### config.mk
export PLATFORM = sky130hd
export DESIGN_NAME = alu_result_collector
export DESIGN_NICKNAME = d
export VERILOG_FILES = /design/src/rtl/alu_result_collector.sv
export SDC_FILE = /design/constraint.sdc
export NUM_CORES = 1
export LEC_CHECK = 0
export CAP_MARGIN = 0
export CORE_UTILIZATION = 49
export CTS_BUF_LIST = sky130_fd_sc_hd__clkbuf_2 sky130_fd_sc_hd__clkbuf_4 sky130_fd_sc_hd__clkbuf_8
export CTS_CLUSTER_SIZE = 16
export DETAILED_ROUTE_END_ITERATION = 12
export GPL_ROUTABILITY_DRIVEN = 0
export GPL_TIMING_DRIVEN = 1
export PLACE_DENSITY_LB_ADDON = 0.2
export SLEW_MARGIN = 30
export SYNTH_ARGS = -nofsm -noshare
export SYNTH_HDL_FRONTEND = slang
export SYNTH_SLANG_ARGS = --single-unit
export TNS_END_PERCENT = 50
### constraint.sdc
create_clock -name clk -period 2.8 [get_ports clk]
set_clock_uncertainty 0.05 [all_clocks]
set_input_delay 0.84 -clock clk [delete_from_list [all_inputs] [get_ports clk]]
set_output_delay 0.84 -clock clk [all_outputs]
set_load 0.03 [all_outputs]
### src/rtl/alu_result_collector.sv
// ALU result collector: FWFT FIFO of ALU results with parity checking
// and saturating statistics counters for invalid and parity-error entries.
module alu_result_collector #(
    parameter int width = 4,
    parameter int depth = 4
) (
    input  logic                      clk,
    input  logic                      rst,
    input  logic                      in_valid,
    output logic                      in_ready,
    input  logic [2*width:0]          in_out,
    input  logic                      in_odd_parity,
    input  logic                      in_invalid,
    input  logic [2:0]                in_opcode,
    input  logic                      in_bypass,
    output logic                      out_valid,
    input  logic                      out_ready,
    output logic [2*width:0]          out_data,
    output logic                      out_invalid,
    output logic                      out_parity_err,
    input  logic                      clr_stats,
    output logic [$clog2(depth):0]    count,
    output logic [7:0]                invalid_cnt,
    output logic [7:0]                parity_err_cnt
);

    localparam int DW = 2 * width + 1;
    localparam int AW = $clog2(depth);
    localparam int CW = AW + 1;
    localparam logic [CW-1:0] FULL = CW'(depth);

    logic [AW-1:0] wr_ptr_q, wr_ptr_d;
    logic [AW-1:0] rd_ptr_q, rd_ptr_d;
    logic [CW-1:0] count_q, count_d;
    logic [7:0]    inv_cnt_q, inv_cnt_d;
    logic [7:0]    perr_cnt_q, perr_cnt_d;

    logic [DW-1:0] mem_data_q [depth];
    logic [DW-1:0] mem_data_d [depth];
    logic          mem_inv_q  [depth];
    logic          mem_inv_d  [depth];
    logic          mem_perr_q [depth];
    logic          mem_perr_d [depth];

    logic push;
    logic pop;
    logic exp_par;
    logic par_err;

    // Handshake, parity check and head-entry presentation
    always_comb begin
        in_ready  = (count_q < FULL);
        out_valid = (count_q != '0);
        push      = in_valid && in_ready;
        pop       = out_valid && out_ready;
        exp_par   = 1'b0;
        if (!in_bypass && (in_opcode >= 3'd2) && (in_opcode <= 3'd5)) begin
            exp_par = ~(^in_out);
        end
        par_err        = (in_odd_parity != exp_par);
        out_data       = out_valid ? mem_data_q[rd_ptr_q] : '0;
        out_invalid    = out_valid ? mem_inv_q[rd_ptr_q] : 1'b0;
        out_parity_err = out_valid ? mem_perr_q[rd_ptr_q] : 1'b0;
        count          = count_q;
        invalid_cnt    = inv_cnt_q;
        parity_err_cnt = perr_cnt_q;
    end

    // Next-state for pointers, occupancy and statistics
    always_comb begin
        wr_ptr_d   = wr_ptr_q;
        rd_ptr_d   = rd_ptr_q;
        count_d    = count_q;
        inv_cnt_d  = inv_cnt_q;
        perr_cnt_d = perr_cnt_q;
        if (push) begin
            wr_ptr_d = wr_ptr_q + AW'(1);
        end
        if (pop) begin
            rd_ptr_d = rd_ptr_q + AW'(1);
        end
        case ({push, pop})
            2'b10:   count_d = count_q + CW'(1);
            2'b01:   count_d = count_q - CW'(1);
            default: count_d = count_q;
        endcase
        if (clr_stats) begin
            inv_cnt_d  = '0;
            perr_cnt_d = '0;
        end else begin
            if (push && in_invalid && (inv_cnt_q != 8'hFF)) begin
                inv_cnt_d = inv_cnt_q + 8'd1;
            end
            if (push && par_err && (perr_cnt_q != 8'hFF)) begin
                perr_cnt_d = perr_cnt_q + 8'd1;
            end
        end
    end

    // Next-state for entry storage: write slot at the write pointer
    always_comb begin
        mem_data_d = mem_data_q;
        mem_inv_d  = mem_inv_q;
        mem_perr_d = mem_perr_q;
        if (push) begin
            mem_data_d[wr_ptr_q] = in_out;
            mem_inv_d[wr_ptr_q]  = in_invalid;
            mem_perr_d[wr_ptr_q] = par_err;
        end
    end

    // Control state registers with synchronous reset
    always_ff @(posedge clk) begin
        if (rst) begin
            wr_ptr_q   <= '0;
            rd_ptr_q   <= '0;
            count_q    <= '0;
            inv_cnt_q  <= '0;
            perr_cnt_q <= '0;
        end else begin
            wr_ptr_q   <= wr_ptr_d;
            rd_ptr_q   <= rd_ptr_d;
            count_q    <= count_d;
            inv_cnt_q  <= inv_cnt_d;
            perr_cnt_q <= perr_cnt_d;
        end
    end

    // Entry storage; contents are only observed through count, so no reset
    always_ff @(posedge clk) begin
        mem_data_q <= mem_data_d;
        mem_inv_q  <= mem_inv_d;
        mem_perr_q <= mem_perr_d;
    end

endmodule

* Yosys cells after proc, flatten, opt, wreduce, memory -nomap -nowiden *
Index checks and enable logic that the tools add are counted.
Widths: inputs -> output; s select.

storage, ports and cells
  register bits = 67
  bits in latches = 0
  RAM bits = 0
  bits in read-only memories = 0
  bits of input ports = 20
  output and inout bits = 32
  word-level logic and storage cells = 72
  memories kept = 0

cells by class
  add/sub/neg operators = 6
  multiply operators = 0
  div/mod/pow operators = 0
  magnitude comparators = 6
  equality and inequality tests = 5
  shift operators = 0
  muxes and demuxes = 21
  bitwise gates (word level) = 3
  reductions and logical operators = 14

operator list
  kind                 number
  $bwmux 36            1
  $mux 9               4
  $bmux 9 s2           1
  $demux 9 s2          1
  $add 8x1->8 const B  2
  $ne 8x8->1 const B   2
  $logic_and 1x1->1    9
  $reduce_xor 9->1     1
  $bwmux 4             2
  $mux 1               8
  $ge 3x3->1 const B   2
  $not 2->3            2
  $pmux 3 s2           1
  $add 2x1->2 const B  2
  $bmux 1 s2           2
  $add 3x1->3 const B  1
  $ge 3x2->1 const B   1
  $le 3x3->1 const B   1
  $lt 3x1->1 const B   1
  $lt 3x3->1 const B   1
  $reduce_bool 3->1    1
  $sub 3x1->3 const B  1
  $demux 1 s2          1
  $eq 2x1->1 const B   1
  other kinds (6)      6

* Longest topological paths before layout *
  depth after elaboration = 7
  gate-level depth with buffers = 9
  gate-level depth less buffers = 9

* Least setup slack after synthesis *
OpenSTA, ideal clock, no wires.

  path type = input-to-reg
  start = input port in_out[1]
  end = register perr_cnt_q[5], in the netlist parity_err_cnt[5]
  library setup time = 0.116 ns
  data arrival time = 2.521 ns
  data required time = 2.634 ns
  path slack = 0.113 ns
  cell stages on the path = 6
  buffers on the path = 0
  path through = xor3_1 -> or3b_4 -> mux2i_4 -> mux2i_1 -> a21oi_1 -> a31o_2

between the ends
  word-level cells in the longest chain between the ends = 6

ends and longest elaborated chain
  element                         RTL line  RTL
  from (decl)                     11        input logic [2*width:0] in_out,
  $reduce_xor 9->1                58        exp_par = ~(^in_out);
  $not 1->1                       58
  $mux 1                          57        if (!in_bypass && (in_opcode >= 3'd2) && (in_opcode <= 3'd5)) begin
  $ne 1x1->1                      60        par_err = (in_odd_parity != exp_par);
  $logic_and 1x1->1 (2 in a row)  94        if (push && par_err && (perr_cnt_q != 8'hFF)) begin
  to (signal assigned)            125       perr_cnt_q <= perr_cnt_d;
  to (decl)                       36        logic [7:0] perr_cnt_q, perr_cnt_d;

Every way passes these cells.
A chain may end at the register's enable or synchronous reset.

* Final worst setup path *
  start = register rd_ptr_q[0]
  end = output port out_data[4]

between the ends
  word-level cells in the longest chain between the ends = 5

ends and longest elaborated chain
  element                                    RTL line  RTL
  from (decl)                                33        logic [AW-1:0] rd_ptr_q, rd_ptr_d;
  from (signal assigned)                     122       rd_ptr_q <= rd_ptr_d;
  $not 2->3 (implied by the code)            61        out_data = out_valid ? mem_data_q[rd_ptr_q] : '0;
  $bmux 9 s2                                 61
  $mux 9 (implied by the code) (2 in a row)  61
  $mux 9                                     61
  to (decl)                                  18        output logic [2*width:0] out_data,

Every way passes these cells. The select of a mux whose other input is x is not followed.

==> results.yml <==
die:
  dieWidth_um: 80.1
  core_mm2: 0.00592
  start_util_pct: 50.5
  ios: 52
  fp.dieArea_mm2: 0.00642
  die_h_um: 80.1
  floorplan.rows: 28
yosys:
  syn_nets: 246
  synth.most_common_cell: "edfxtp_1"
  ys_ff_latch: 67
  yosysWarnings: 0
  async_flop_share_pct: 0
  netlist_area_mm2: 0.00299
  synth_top_area_share_pct: 44.2
  synth_commonest_cells: "edfxtp_1, dfxtp_1, nor2_1, and2_1"
  syn_area_per_cell_um2: 13.7
  ys_seq_area_share_pct: 59.6
  netlist_top_cells_area: "edfxtp_1, dfxtp_1, mux4_2"
  synth-main-ff-cell: "edfxtp_1"
  syn_inst: 218
  yosysUniqueCellTypes: 40
  synth_edf_count: 44
  synth_top_cell_by_area: "edfxtp_1"
setup_path:
  path_class: "reg2out"
  r2r-start: "count[0]"
  end_kind: "output port"
  crit_fanout: 13
  r2r-end: "count[2]"
  critPathArrivalTime_ns: 1.85
  cp.required_ns: 1.91
  start_kind: "flop"
  r2r_slack_ns: 0.57
  rr_worst_depth: 10
detailed_routing:
  avgRoutedWirePerCell_um: 14.4
  drt_iter0_markers: 53
  firstDrtPassIters: 4
  totalWireLength_um: 5430
  drc: 0
  ant_nets: 0
  routed-via-count: 1936
  viasPerCell: 5.12
power_and_ir_drop:
  p_leak_nw: 1.48
  peakVddDrop_uv: 516
  p_per_area_mw_per_mm2: 830
finish:
  drive_gt1_share_pct: 23.8
  antenna_cells: 0
  num-fill-cells: 445
  final_cells: 378
  nets: 326
  regArea_mm2: 0.00178
  final_core_util_pct: 66.6
  multi_input_area_mm2: 0.00114
  area_delta_synth_final_pct: 31.8
global_routing:
  grt_max_degree: 15
  gr-total-overflow: 0
  antenna_found_initial: 0
  grt_pass1_wl_um: 8490
  grt_pass1_vias: 1829
  grt_usage_pct: 18.2
timing:
  post-route-period-util_pct: 97.7
  setup_viol: 0
  worst_hold_slack_ns: 0.451
  fmaxAchievable_mhz: 366
  slew_viol_final: 0
  hold_viol: 0
  max_slew_margin_pct: 78.4
  tightestPinTransition_ns: 0.323
  fin_crit_ns: 2.74
  rsz0062_at_grt: "false"
clocking:
  clk_pin_slew_ns: 0.07
  tritoncts: "done"
  ctsRootBufferMaster: "clkbuf_8"
  clkSinkCount: 67
  htree_levels: 3
  cts.hold.buffers_added: 0
  numCtsBuffers: 9
  ctsLongestPathBuffers: 2
  worstSkewPairLatency_ns: 0.33
hold_path:
  hold_path.startpoint: "parity_err_cnt[1]"
  hold_path_depth: 2
  hp-class: "reg2reg"
  min_to: "parity_err_cnt[1]"
placement:
  io_buffers: 50
  dp_hpwl_um: 3870
  post-place-cells: 361
run_status:
  outcome: "complete, no violations"
job:
  maxCapViolCount: 0
## layout by cell type (no fill, tap or decap), types with 6 or more instances in the layout
cell type        count
clkbuf_2             6
mux4_2              11
xor2_1               9
and2_1              16
a21oi_1              8
inv_1                8
clkdlybuf4s50_1     36
nor2_1              21
ha_1                 7
xnor2_1              6
nand2_1             11
edfxtp_1            44
buf_4               25
clkbuf_8            10
dfxtp_1             23
## worst max path at each step
stage / endpoint / from / slack, ns / cells after the start
floorplan: parity_err_cnt[5] / in_out[1] / 0.11 / 6
global placement: parity_err_cnt[0] / in_out[1] / -0.38 / 8
detailed placement: parity_err_cnt[0] / in_out[1] / -0.39 / 8
CTS: parity_err_cnt[0] / in_out[1] / -0.03 / 8
global route: out_data[5] / rd_ptr_q[0] / 0.002 / 4
finish: out_data[4] / rd_ptr_q[0] / 0.06 / 4
## power by group
group / switching, mW / leakage, nW / internal, mW
Combinational: 0.697 / 0.784 / 0.557
Sequential: 0.0481 / 0.590 / 1.17
Clock: 0.344 / 0.103 / 0.455
## metrics by stage
step | instance area, µm² | setup TNS, ns | power [mW] | setup slack [ns]
2_1_floorplan | 2990 | 0 | 2.05 | 0.113
3_3_place_gp | 3750 | -3.11 | 2.56 | -0.383
3_5_place_dp | 3750 | -3.46 | 2.58 | -0.395
4_1_cts | 3950 | -0.0353 | 3.31 | -0.0318
5_1_grt | 3940 | 0 | 3.43 | 0.00189
6_report | 3940 | 0 | 3.27 | 0.0643
## logic make-up after synthesis
group	synth area share [%]
AOI/OAI and AO/OA	4.56
xor gates and xnor gates	6.53
adders and majority gates	3.60
buffers and inverters	2.47
DFF	59.6
muxes	10.0
and+or+nand+nor	13.2
## sequential cells by signal (all words and copies together), names as in the netlist
signal / flops
count: 3
invalid_cnt: 8
mem_data_q: 36
mem_inv_q: 4
mem_perr_q: 4
parity_err_cnt: 8
rd_ptr_q: 2
wr_ptr_q: 2
## timing repair
item                                   CTS  global route
setup endpoints to repair               13            15
gates resized for setup                 15            17
endpoints found under the hold margin    0             0
pin swaps                                0             2
cloned                                   0             0
buffers inserted                         0             1
## final cells by class
| type | count | area share [%] |
|---|---|---|
| Tap cell | 75 | 2.38 |
| Inverter | 9 | 0.984 |
| Timing Repair Buffer | 76 | 17.4 |
| Multi-Input combinational cell | 135 | 28.9 |
| Clock inverter | 4 | 1.30 |
| Sequential cell | 67 | 45.2 |
| Clock buffer | 12 | 3.87 |
## worst max-delay path: stages, from the launching register on
cell           delay, ns
dfxtp_1             0.35
buf_12              0.17
mux4_2              0.50
and2_1              0.16
dlygate4sd2_1       0.34
## per-layer routing
layer	routed length (µm)	GRT usage [%]	share of wire (%)
met5	0	0	0
met4	91	8.57	1.7
met3	251	5.45	4.6
met2	2680	30.5	49
met1	2410	21.5	44
No activity file was read; power rests on OpenSTA's default activity.
